## src/rtl/onehot_scan_decoder.sv

```systemverilog
// onehot_scan_decoder
// Registered binary-to-one-hot decoder with a built-in auto-scan mode.
// Decode mode latches a select and shows its one-hot pattern one cycle later.
// Scan mode walks the active bit across all outputs, dwelling SCAN_DIV cycles
// on each index and pulsing wrap when the walk rolls over to index 0.
module onehot_scan_decoder #(
    parameter int SEL_W      = 3,
    parameter int SCAN_DIV   = 4,
    parameter int ACTIVE_LOW = 0
) (
    input  logic                  clk,
    input  logic                  rst,
    input  logic                  en,
    input  logic                  mode,
    input  logic                  sel_valid,
    input  logic [SEL_W-1:0]      sel,
    output logic [2**SEL_W-1:0]   y,
    output logic                  y_valid,
    output logic [SEL_W-1:0]      scan_idx,
    output logic                  wrap
);

    localparam int OUT_W = 2 ** SEL_W;
    // Divider needs at least one bit so SCAN_DIV=1 still has a legal counter.
    localparam int DIV_W = (SCAN_DIV > 1) ? $clog2(SCAN_DIV) : 1;
    localparam logic [DIV_W-1:0] DIV_LAST = DIV_W'(SCAN_DIV - 1);
    localparam logic [OUT_W-1:0] INACTIVE = (ACTIVE_LOW != 0) ? {OUT_W{1'b1}} : {OUT_W{1'b0}};

    logic [DIV_W-1:0] div;
    logic [SEL_W-1:0] next_idx;
    logic             last_idx;

    // One-hot pattern for an index, already in output polarity.
    function automatic logic [OUT_W-1:0] onehot(input logic [SEL_W-1:0] idx);
        logic [OUT_W-1:0] v;
        v      = {OUT_W{1'b0}};
        v[idx] = 1'b1;
        if (ACTIVE_LOW != 0) begin
            v = ~v;
        end
        return v;
    endfunction

    // Index after a scan step wraps naturally modulo OUT_W.
    assign next_idx = scan_idx + 1'b1;
    assign last_idx = &scan_idx;

    // Output, index and divider registers; load beats scan step, enable-low beats both.
    always_ff @(posedge clk) begin
        if (rst) begin
            y        <= INACTIVE;
            y_valid  <= 1'b0;
            scan_idx <= {SEL_W{1'b0}};
            div      <= {DIV_W{1'b0}};
            wrap     <= 1'b0;
        end else if (!en) begin
            y       <= INACTIVE;
            y_valid <= 1'b0;
            div     <= {DIV_W{1'b0}};
            wrap    <= 1'b0;
        end else if (sel_valid) begin
            scan_idx <= sel;
            y        <= onehot(sel);
            y_valid  <= 1'b1;
            div      <= {DIV_W{1'b0}};
            wrap     <= 1'b0;
        end else if (!mode) begin
            // Decode idle: pattern and index freeze; divider re-arms for a later scan entry.
            div  <= {DIV_W{1'b0}};
            wrap <= 1'b0;
        end else begin
            y_valid <= 1'b1;
            if (div == DIV_LAST) begin
                div      <= {DIV_W{1'b0}};
                scan_idx <= next_idx;
                y        <= onehot(next_idx);
                wrap     <= last_idx;
            end else begin
                div  <= div + 1'b1;
                y    <= onehot(scan_idx);
                wrap <= 1'b0;
            end
        end
    end

endmodule

```

## config.mk

```make
export PLATFORM = sky130hd
export DESIGN_NAME = onehot_scan_decoder
export DESIGN_NICKNAME = d
export VERILOG_FILES = /design/src/rtl/onehot_scan_decoder.sv
export SDC_FILE = /design/constraint.sdc
export NUM_CORES = 1
export LEC_CHECK = 0
export CORE_MARGIN = 2
export CORE_UTILIZATION = 43
export CTS_CLUSTER_DIAMETER = 100
export DETAILED_ROUTE_END_ITERATION = 16
export PLACE_DENSITY = 0.75
export SETUP_SLACK_MARGIN = 0.5
export SLEW_MARGIN = 15
export SYNTH_ARGS = -nofsm -noshare
export SYNTH_HDL_FRONTEND = slang
export SYNTH_SLANG_ARGS = --single-unit
```

## constraint.sdc

```tcl
create_clock -name clk -period 1.45 [get_ports clk]
set_clock_uncertainty 0.2 [all_clocks]
set_input_delay 0.3625 -clock clk [delete_from_list [all_inputs] [get_ports clk]]
set_output_delay 0.3625 -clock clk [all_outputs]
set_load 0.05 [all_outputs]
```

# After elaboration in Yosys (flattened, before gate mapping)
# Cells that the tools add are included.
[totals]
reg_bits = 15
out_inout_bits = 13
[op_classes]
n_lt_le_gt_ge = 6
eq_ne = 1
n_addsub = 2
bitwise_logic = 3
n_reduce_logical = 10
mux = 14
[ops]
columns = ["op", "count"]
rows = [
  ["$mux W8", 3],
  ["$lt A3 B4 Y1 const B", 3],
  ["$reduce_or A5 Y1", 2],
  ["$demux W1 S3", 3],
  ["$ge A3 B1 Y1 const B", 3],
  ["$mux W3", 3],
  ["$reduce_and A3 Y1", 2],
  ["$mux W1", 5],
  ["$reduce_bool A2 Y1", 2],
  ["$add A3 B1 Y3 const B", 1],
  ["$logic_and A1 B1 Y1", 3],
  ["$not A1 Y1", 3],
  ["$add A2 B1 Y2 const B", 1],
  ["$eq A2 B2 Y1 const B", 1],
  ["$reduce_or A2 Y1", 1],
]

# Logic depth before layout (Yosys ltp)
# Gate-level depths: netlist of run 1.
[depth]
ltp_word = 8
depth_mapped = 5
ltp_nobuf = 5

# Worst setup path after synthesis of run 1
# OpenSTA, ideal clock, no wires.
[synth_path]
path_kind = "reg-to-reg"
startpoint = "reg scan_idx[1]"
endpoint = "reg y[2]"
path_buffers = 0
arrival_time_ns = 1.686
path_stages_with_launch = 6
path_slack_ns = -0.522
path_cell_list = "dfxtp_1 > ha_1 > ha_1 > nor2b_1 > a32oi_1 > a221oi_2"
[synth_via]
elab_chain_len = 8
word_cells_on_any_way = 14
classes_between = "add/sub (1); order compare (4); mux (7); reduce/logical (2)"
[synth_rtl]
columns = ["element", "line", "source"]
rows = [
  ["from (decl)", "19", "output logic [SEL_W-1:0] scan_idx,"],
  ["from (signal assigned)", "53", "scan_idx <= {SEL_W{1'b0}};"],
  ["from (signal assigned)", "62", "scan_idx <= sel;"],
  ["from (signal assigned)", "75", "scan_idx <= next_idx;"],
  ["$add A3 B1 Y3", "45", "assign next_idx = scan_idx + 1'b1;"],
  ["$lt A3 B4 Y1 (implied by the code) / $ge A3 B1 Y1 (equally long branches)", "37", "v[idx] = 1'b1;"],
  ["$logic_and A1 B1 Y1 (implied by the code)", "37", ""],
  ["$mux W1 (implied by the code)", "37", ""],
  ["$demux W1 S3", "37", ""],
  ["$mux W8 (*)", "73", "if (div == DIV_LAST) begin"],
  ["$mux W8 (*)", "67", "end else if (!mode) begin"],
  ["$mux W8 (*)", "61", "end else if (sel_valid) begin"],
  ["to (signal assigned)", "63", "y <= onehot(sel);"],
  ["to (signal assigned)", "76", "y <= onehot(next_idx);"],
  ["to (signal assigned)", "80", "y <= onehot(scan_idx);"],
  ["to (decl)", "17", "output logic [2**SEL_W-1:0] y,"],
]
# Mark *: on every way between the ends. The rest lies on a longest branch, timed or not. The select of a mux whose other input is x is not followed.
# A chain may end at the register's enable or synchronous reset.

# Worst setup path after layout of run 1
[layout_path]
startpoint = "reg scan_idx[0]"
endpoint = "reg y[7]"
# The elaborated chain is that of the path after synthesis.

==> results of run 1 <==
-- how the worst max path moves through the flow --
stage / cells after the start / slack [ps] / to
finish: 5 / -200 / y[7]
global route: 5 / -240 / y[6]
CTS: 5 / -130 / y[6]
detailed placement: 4 / -480 / y[5]
global placement: 4 / -380 / y[5]
floorplan: 5 / -130 / y[7]
-- cell type report --
type / count / share of cell area
tap: 27 / 0.0208
multi-input combinational: 71 / 0.380
sequential: 15 / 0.212
clock buffer: 3 / 0.0139
timing repair buffer: 49 / 0.368
inverter: 1 / 0.00231
clock inverter: 1 / 0.00308
-- synthesized netlist by cell type, drive strengths merged --
cell type / n / area [sq um]
a21oi: 2 / 10.0
or2: 1 / 6.26
or3b: 1 / 11.3
nor4bb: 1 / 10.0
o41ai: 1 / 8.76
a22oi: 1 / 7.51
nand3: 1 / 5.00
a311oi: 2 / 17.5
a31oi: 5 / 31.3
a32oi: 2 / 17.5
a311o: 1 / 10.0
nor2: 6 / 22.5
o31ai: 1 / 7.51
o21a: 1 / 7.51
and4: 1 / 8.76
a21o: 1 / 7.51
buf: 9 / 63.8
nor3b: 1 / 7.51
nand3b: 3 / 22.5
and4b: 1 / 10.0
and2b: 1 / 8.76
a221oi: 7 / 80.1
nand2: 8 / 30.0
mux2i: 2 / 20.0
nor2b: 6 / 37.5
ha: 3 / 37.5
nor3: 1 / 5.00
nor4b: 1 / 15.0
o21ai: 7 / 35.0
o211ai: 1 / 7.51
dfxtp: 15 / 300
inv: 1 / 3.75
-- state kept, by name, summed over array words and instances (netlist names) --
name	flops
y	8
scan_idx	3
div	2
wrap	1
y_valid	1
-- repair_timing --
action                                 4_1_cts  5_1_grt
hold buffers                                 0        0
gates resized for setup                     30       14
gates cloned                                 3        0
setup endpoints to repair                   28       28
endpoints found under the hold margin        0        0
buffers inserted                             5        5
pin swaps                                    4        4
-- stage by stage --
stage,util,cell area (sq um),std cells
6_report,0.837,1630,167
5_1_grt,0.837,1630,167
4_1_cts,0.791,1540,162
3_5_place_dp,0.722,1400,150
3_3_place_gp,0.722,1400,150
2_1_floorplan,-,977,95
-- tightest hold or removal path: stages --
cell and delay (ps):
buf_2 110, buf_4 140, a311oi_2 40
-- layout by cell type, fill, tap and decap left out, types with 4 or more instances in the layout --
cell type and instances:
o21ai_1 6, a31oi_1 4, dfxtp_4 11, buf_4 20, nand2_1 6, a221oi_1 4
nor2b_1 4, buf_6 8, nor2_1 5, buf_12 14
-- metal layers --
metal	GRT usage	part of all wire
met5	0	0
met4	0.133	0.042
met3	0.0368	0.086
met2	0.423	0.50
met1	0.329	0.37
-- logic make-up (layout without fill, tap and decap cells) --
| kind of cell | count (synthesis) | in the layout | synth area share |
|---|---|---|---|
| and+or+nand+nor | 33 | 34 | 0.229 |
| buffers and inverters | 10 | 54 | 0.0774 |
| muxes | 2 | 2 | 0.0229 |
| AOI/OAI and AO/OA | 32 | 32 | 0.284 |
| adders and majority gates | 3 | 3 | 0.0430 |
| DFF | 15 | 15 | 0.344 |
-- power groups by stage --
stage	Combinational (uW)	Sequential [uW]	Clock (uW)
floorplan	127	505	0
detailed placement	339	449	0
CTS	373	441	243
global route	415	443	282
finish	399	442	253
global placement	331	448	0
==> flow_summary.json, run 1 <==
{
  "cp_cell_sequence": "ha_4 -> ha_4 -> and4b_1 -> a31oi_1 -> a221oi_1",
  "grt_pass1_vias": 979,
  "cts_max_path_buffers": 2,
  "crit_path_start": "scan_idx[0]",
  "multi_input_area_sq_um": 617,
  "rr_endpoint": "y[7]",
  "max-slew-margin-rel": 0.764,
  "initial_core_util": 0.450,
  "regArea_sq_um": 345,
  "min_delay_worst_endpoint": "scan_idx[1]",
  "htreeDepth": 1,
  "diodes": 0,
  "cp.required_ps": 1450,
  "synth_cell_types": 36,
  "end_kind": "flip-flop",
  "ys_seq_area_frac": 0.344,
  "intPower_uw": 724,
  "cts_tree": "built",
  "worst_pin_slew_ps": 350,
  "fmax_mhz": 606,
  "core_area_sq_um": 1940,
  "slew_violations": 0,
  "cpPeakStageDelay_ps": 370,
  "viasPerCell": 6.26,
  "grt.total_usage": 0.259,
  "p_comb_frac": 0.365,
  "die-area_sq_um": 2410,
  "ios": 21,
  "fin_ws_ps": -201,
  "status": "finished with violations",
  "clk_latency_ps": 300,
  "path_max_fanout": 6,
  "rows": 16,
  "fin_setup_tns_ps": -1390,
  "hp-class": "in2reg",
  "die_w_microns": 49.1,
  "area_delta_synth_final_pct": 86.1,
  "critPathLaunchType": "flip-flop",
  "clock-sinks": 15,
  "crit_type": "reg2reg",
  "hold_violations": 0,
  "cts_root_buf": "clkbuf_4",
  "grt_pass1_wl_microns": 4710,
  "cp_common_cell": "ha_4",
  "finalCritPeriodShare": 1.14,
  "final_layout_size_suffix_gt1_frac": 0.621,
  "violations": "negative setup slack",
  "drv_cap": 0,
  "period_needed_ps": 1650,
  "power_density_nw_per_um2": 673,
  "path_buf_inv": 0,
  "syn_area_sq_um": 873,
  "ir_drop_mv": 0.614,
  "hpwlAfterDp_microns": 1750,
  "n_fill_cell": 100,
  "cpLargestDelayFamily": "adder cells",
  "syn_inst": 95,
  "critPathArrivalTime_ps": 1650,
  "setup_viol_count_final": 15,
  "p_leak_uw": 0.000634,
  "pre_cts_ws_ps": -480,
  "antenna_left": 0,
  "slowest_stage": "dfxtp_4",
  "ys_seq_elements": 15,
  "vias": 1045,
  "die_h_microns": 49.1,
  "post_drt_wl_per_cell_microns": 19.3,
  "rsz0062_at_grt": "true",
  "p_seq_frac": 0.404,
  "nNetsFinal": 152,
  "overflow": 0,
  "synth_area_per_cell_sq_um": 9.19,
  "reg2reg_slack_ps": -200,
  "whs_ps": 187,
  "drt-initial-drc-count": 71,
  "first_pass_iters": 4,
  "clkPwrFrac": 0.231,
  "p_switching_uw": 370,
  "p_total_uw": 1090,
  "globalplace.congestion": 0.860,
  "yosys_warnings": 0,
  "worstReg2RegStart": "scan_idx[0]",
  "hold_depth": 3,
  "grt_max_degree": 14,
  "holdCritStartpoint": "rst",
  "antenna_found_initial": 0,
  "rr_worst_depth": 5,
  "syn-num-nets": 106,
  "swShare": 0.338,
  "portBuffers": 20,
  "clkTransAtPathRegs_ps": 90,
  "cts_buffers": 3,
  "wirelength_microns": 3220,
  "drc": 0
}
No activity file was read; power rests on OpenSTA's default activity.
==> run 2: changes to the inputs <==
ABC_AREA = 1   (was not set)
CORE_UTILIZATION = 44   (was 43)
==> run 2 against run 1 <==
  * The run still ends with negative setup slack left
  * Register-to-register slack better by 140 ps
  * Sequential power is 2% lower
  * Cell count is 28% higher
  * Non-clock buffer count is 13 lower
  * Critical path depth is 2 higher
  * First-iteration DRC count is 13% lower
  * Area after synthesis is 6.0% higher
  * Global-route usage is 3.2 points lower
  * Clock power is 4% lower
  * Die area is 3.3% higher
  * Sequential share of layout area is 0.81 points higher
  * Critical path type unchanged
  * Highest routed layer unchanged
==> flow_summary.json, run 2 <==
{
  "p_leak_uw": 0.000715,
  "yosys_warnings": 0,
  "die-area_sq_um": 2490,
  "synth_area_leaders": "dfxtp_1, nand2_1, nor2_1",
  "pre_cts_ws_ps": -324,
  "antenna_found_initial": 0,
  "syn_inst": 148,
  "globalplace.congestion": 0.879,
  "swShare": 0.345,
  "top_register": "y",
  "overflow": 0,
  "critPathArrivalTime_ps": 1530,
  "final_common_cell": "nand2_1",
  "rows": 16,
  "cts_buffers": 3,
  "wirelength_microns": 2820,
  "clk_latency_ps": 280,
  "grt_pass1_wl_microns": 4330,
  "p_switching_uw": 362,
  "diodes": 0,
  "synth_cell_types": 18,
  "viasPerCell": 5.35,
  "portBuffers": 20,
  "initial_core_util": 0.467,
  "p_total_uw": 1050,
  "grt.total_usage": 0.227,
  "layout_common_cells": "nand2_1, nor2_1, buf_12, inv_1, dfxtp_4",
  "n_fill_cell": 128,
  "synth_commonest_cells": "nand2_1, nor2_1, inv_1",
  "place_area_sq_um": 1400,
  "cts_tree": "built",
  "crit_path_start": "scan_idx[0]",
  "synth-async-reset-ratio": 0,
  "syn_area_sq_um": 926,
  "cts_root_buf": "clkbuf_4",
  "synth_edf_count": 0,
  "fin_ws_ps": -60.2,
  "p_seq_frac": 0.414,
  "finalCritPeriodShare": 1.04,
  "htreeDepth": 1,
  "ir_drop_mv": 0.525,
  "grt_pass1_vias": 1037,
  "slew_violations": 0,
  "utilization": 0.799,
  "hpwlAfterDp_microns": 1890,
  "ios": 21,
  "core_area_sq_um": 1980,
  "vias": 1139,
  "yosys.area.top_type": "dfxtp_1",
  "synth_ff_type": "dfxtp_1",
  "antenna_left": 0,
  "final_layout_size_suffix_gt1_frac": 0.457,
  "max-slew-margin-rel": 0.825,
  "p_comb_frac": 0.356,
  "power_density_nw_per_um2": 663,
  "ys_seq_area_frac": 0.324,
  "cts_max_path_buffers": 2,
  "fmax_mhz": 662,
  "drt-initial-drc-count": 62,
  "design_area_sq_um": 1580,
  "hp-class": "in2reg",
  "rsz0062_at_grt": "true",
  "clkTransAtPathRegs_ps": 90,
  "synth_area_per_cell_sq_um": 6.26,
  "critPathLaunchType": "flip-flop",
  "drv_cap": 0,
  "setup_viol_count_final": 11,
  "worstReg2RegStart": "scan_idx[0]",
  "synth_top_area_frac": 0.324,
  "reg2reg_slack_ps": -60,
  "first_pass_iters": 4,
  "rr_worst_depth": 7,
  "cp-endpoint": "scan_idx[2]",
  "crit_type": "reg2reg",
  "rr_endpoint": "scan_idx[2]",
  "area_delta_synth_final_pct": 70.9,
  "cp.required_ps": 1470,
  "hold_violations": 0,
  "post_drt_wl_per_cell_microns": 13.2,
  "clock-sinks": 15,
  "period_needed_ps": 1510,
  "clkPwrFrac": 0.230,
  "end_kind": "flip-flop",
  "die_h_microns": 49.9,
  "grt_max_degree": 11,
  "status": "finished with violations",
  "top_regs": "y x8, scan_idx x3, div x2",
  "yosysMostFrequentCell": "nand2_1",
  "largest_reg_flops": 8,
  "violations": "negative setup slack",
  "syn-num-nets": 159,
  "path_max_fanout": 4,
  "drc": 0,
  "ys_seq_elements": 15,
  "worst_pin_slew_ps": 262,
  "intPower_uw": 687,
  "nNetsFinal": 198,
  "die_w_microns": 49.9
}
## run 2: cell count changes after synthesis, sizes merged, moves of 2 or more
cell / previous run / this run
nor2: 6 / 33
nand3b: 3 / 0
o21ai: 7 / 11
nor2b: 6 / 0
a31oi: 5 / 0
inv: 1 / 19
nand2: 8 / 50
a32oi: 2 / 0
a311oi: 2 / 0
a21oi: 2 / 10
mux2i: 2 / 0
a221oi: 7 / 0
buf: 9 / 2
## run 2: cells by family (layout without fill, tap and decap cells)
| group | Yosys count | count (layout) | synth area share |
|---|---|---|---|
| adders and majority gates | 3 | 3 | 0.0405 |
| DFF | 15 | 15 | 0.324 |
| AOI/OAI and AO/OA | 22 | 22 | 0.122 |
| and+or+nand+nor | 86 | 86 | 0.396 |
| buffers and inverters | 22 | 60 | 0.118 |
## run 2: worst min-delay path by stage
stage | cells past startpoint | endpoint | start | slack [ps]
global route | 4 | scan_idx[0] | rst | 190
CTS | 4 | y_valid | mode | 280
finish | 4 | scan_idx[0] | rst | 190
global placement | 1 | div[0] | div[0] | 240
detailed placement | 1 | div[0] | div[0] | 250
floorplan | 1 | div[0] | div[0] | 230
## run 2: routing by layer
| layer | global-route usage | vias up | part of all wire |
|---|---|---|---|
| li1 | - | 535 | - |
| met5 | 0 | - | 0 |
| met4 | 0.134 | 0 | 0.044 |
| met3 | 0.0273 | 15 | 0.082 |
| met1 | 0.266 | 516 | 0.35 |
| met2 | 0.393 | 73 | 0.52 |
## run 2: area by class of cell
| type | instances | area (sq um) | share of cell area |
|---|---|---|---|
| clock buffer | 4 | 26.3 | 0.0166 |
| inverter | 19 | 81.3 | 0.0514 |
| multi-input combinational | 111 | 618 | 0.391 |
| sequential | 15 | 349 | 0.221 |
| tap | 27 | 33.8 | 0.0213 |
| timing repair buffer | 36 | 468 | 0.296 |
| timing repair inverter | 1 | 6.26 | 0.00395 |
## run 2: power groups by stage
stage | logic (uW) | registers [uW] | clock network, uW
after CTS | 342 | 435 | 244
after floorplan | 128 | 494 | 0
after global placement | 303 | 444 | 0
after detailed placement | 311 | 445 | 0
after global routing | 394 | 437 | 275
final | 373 | 434 | 242
## run 2: per-stage QoR
step / hold WS [ps] / setup TNS, ps / std cells
final: 190 / -474 / 213
after floorplan: 233 / -169 / 148
after global routing: 193 / -1090 / 213
after detailed placement: 254 / -3750 / 200
after CTS: 277 / -441 / 210
after global placement: 242 / -3440 / 200
## run 2: what timing repair did
item                                    CTS  global route
endpoints found under the setup margin   28            28
resized for setup                        32            18
pin swaps                                12            14
buffers inserted                          4             3
hold buffers                              0             0
hold endpoints to repair                  0             0
gates cloned                              2             0
## run 2: critical path: stages, from the launching register on
cell	delay [ps]
dfxtp_4	360
ha_4	160
ha_4	300
inv_4	50
buf_4	130
o21ai_2	110
nor2_1	60
nor2_2	80
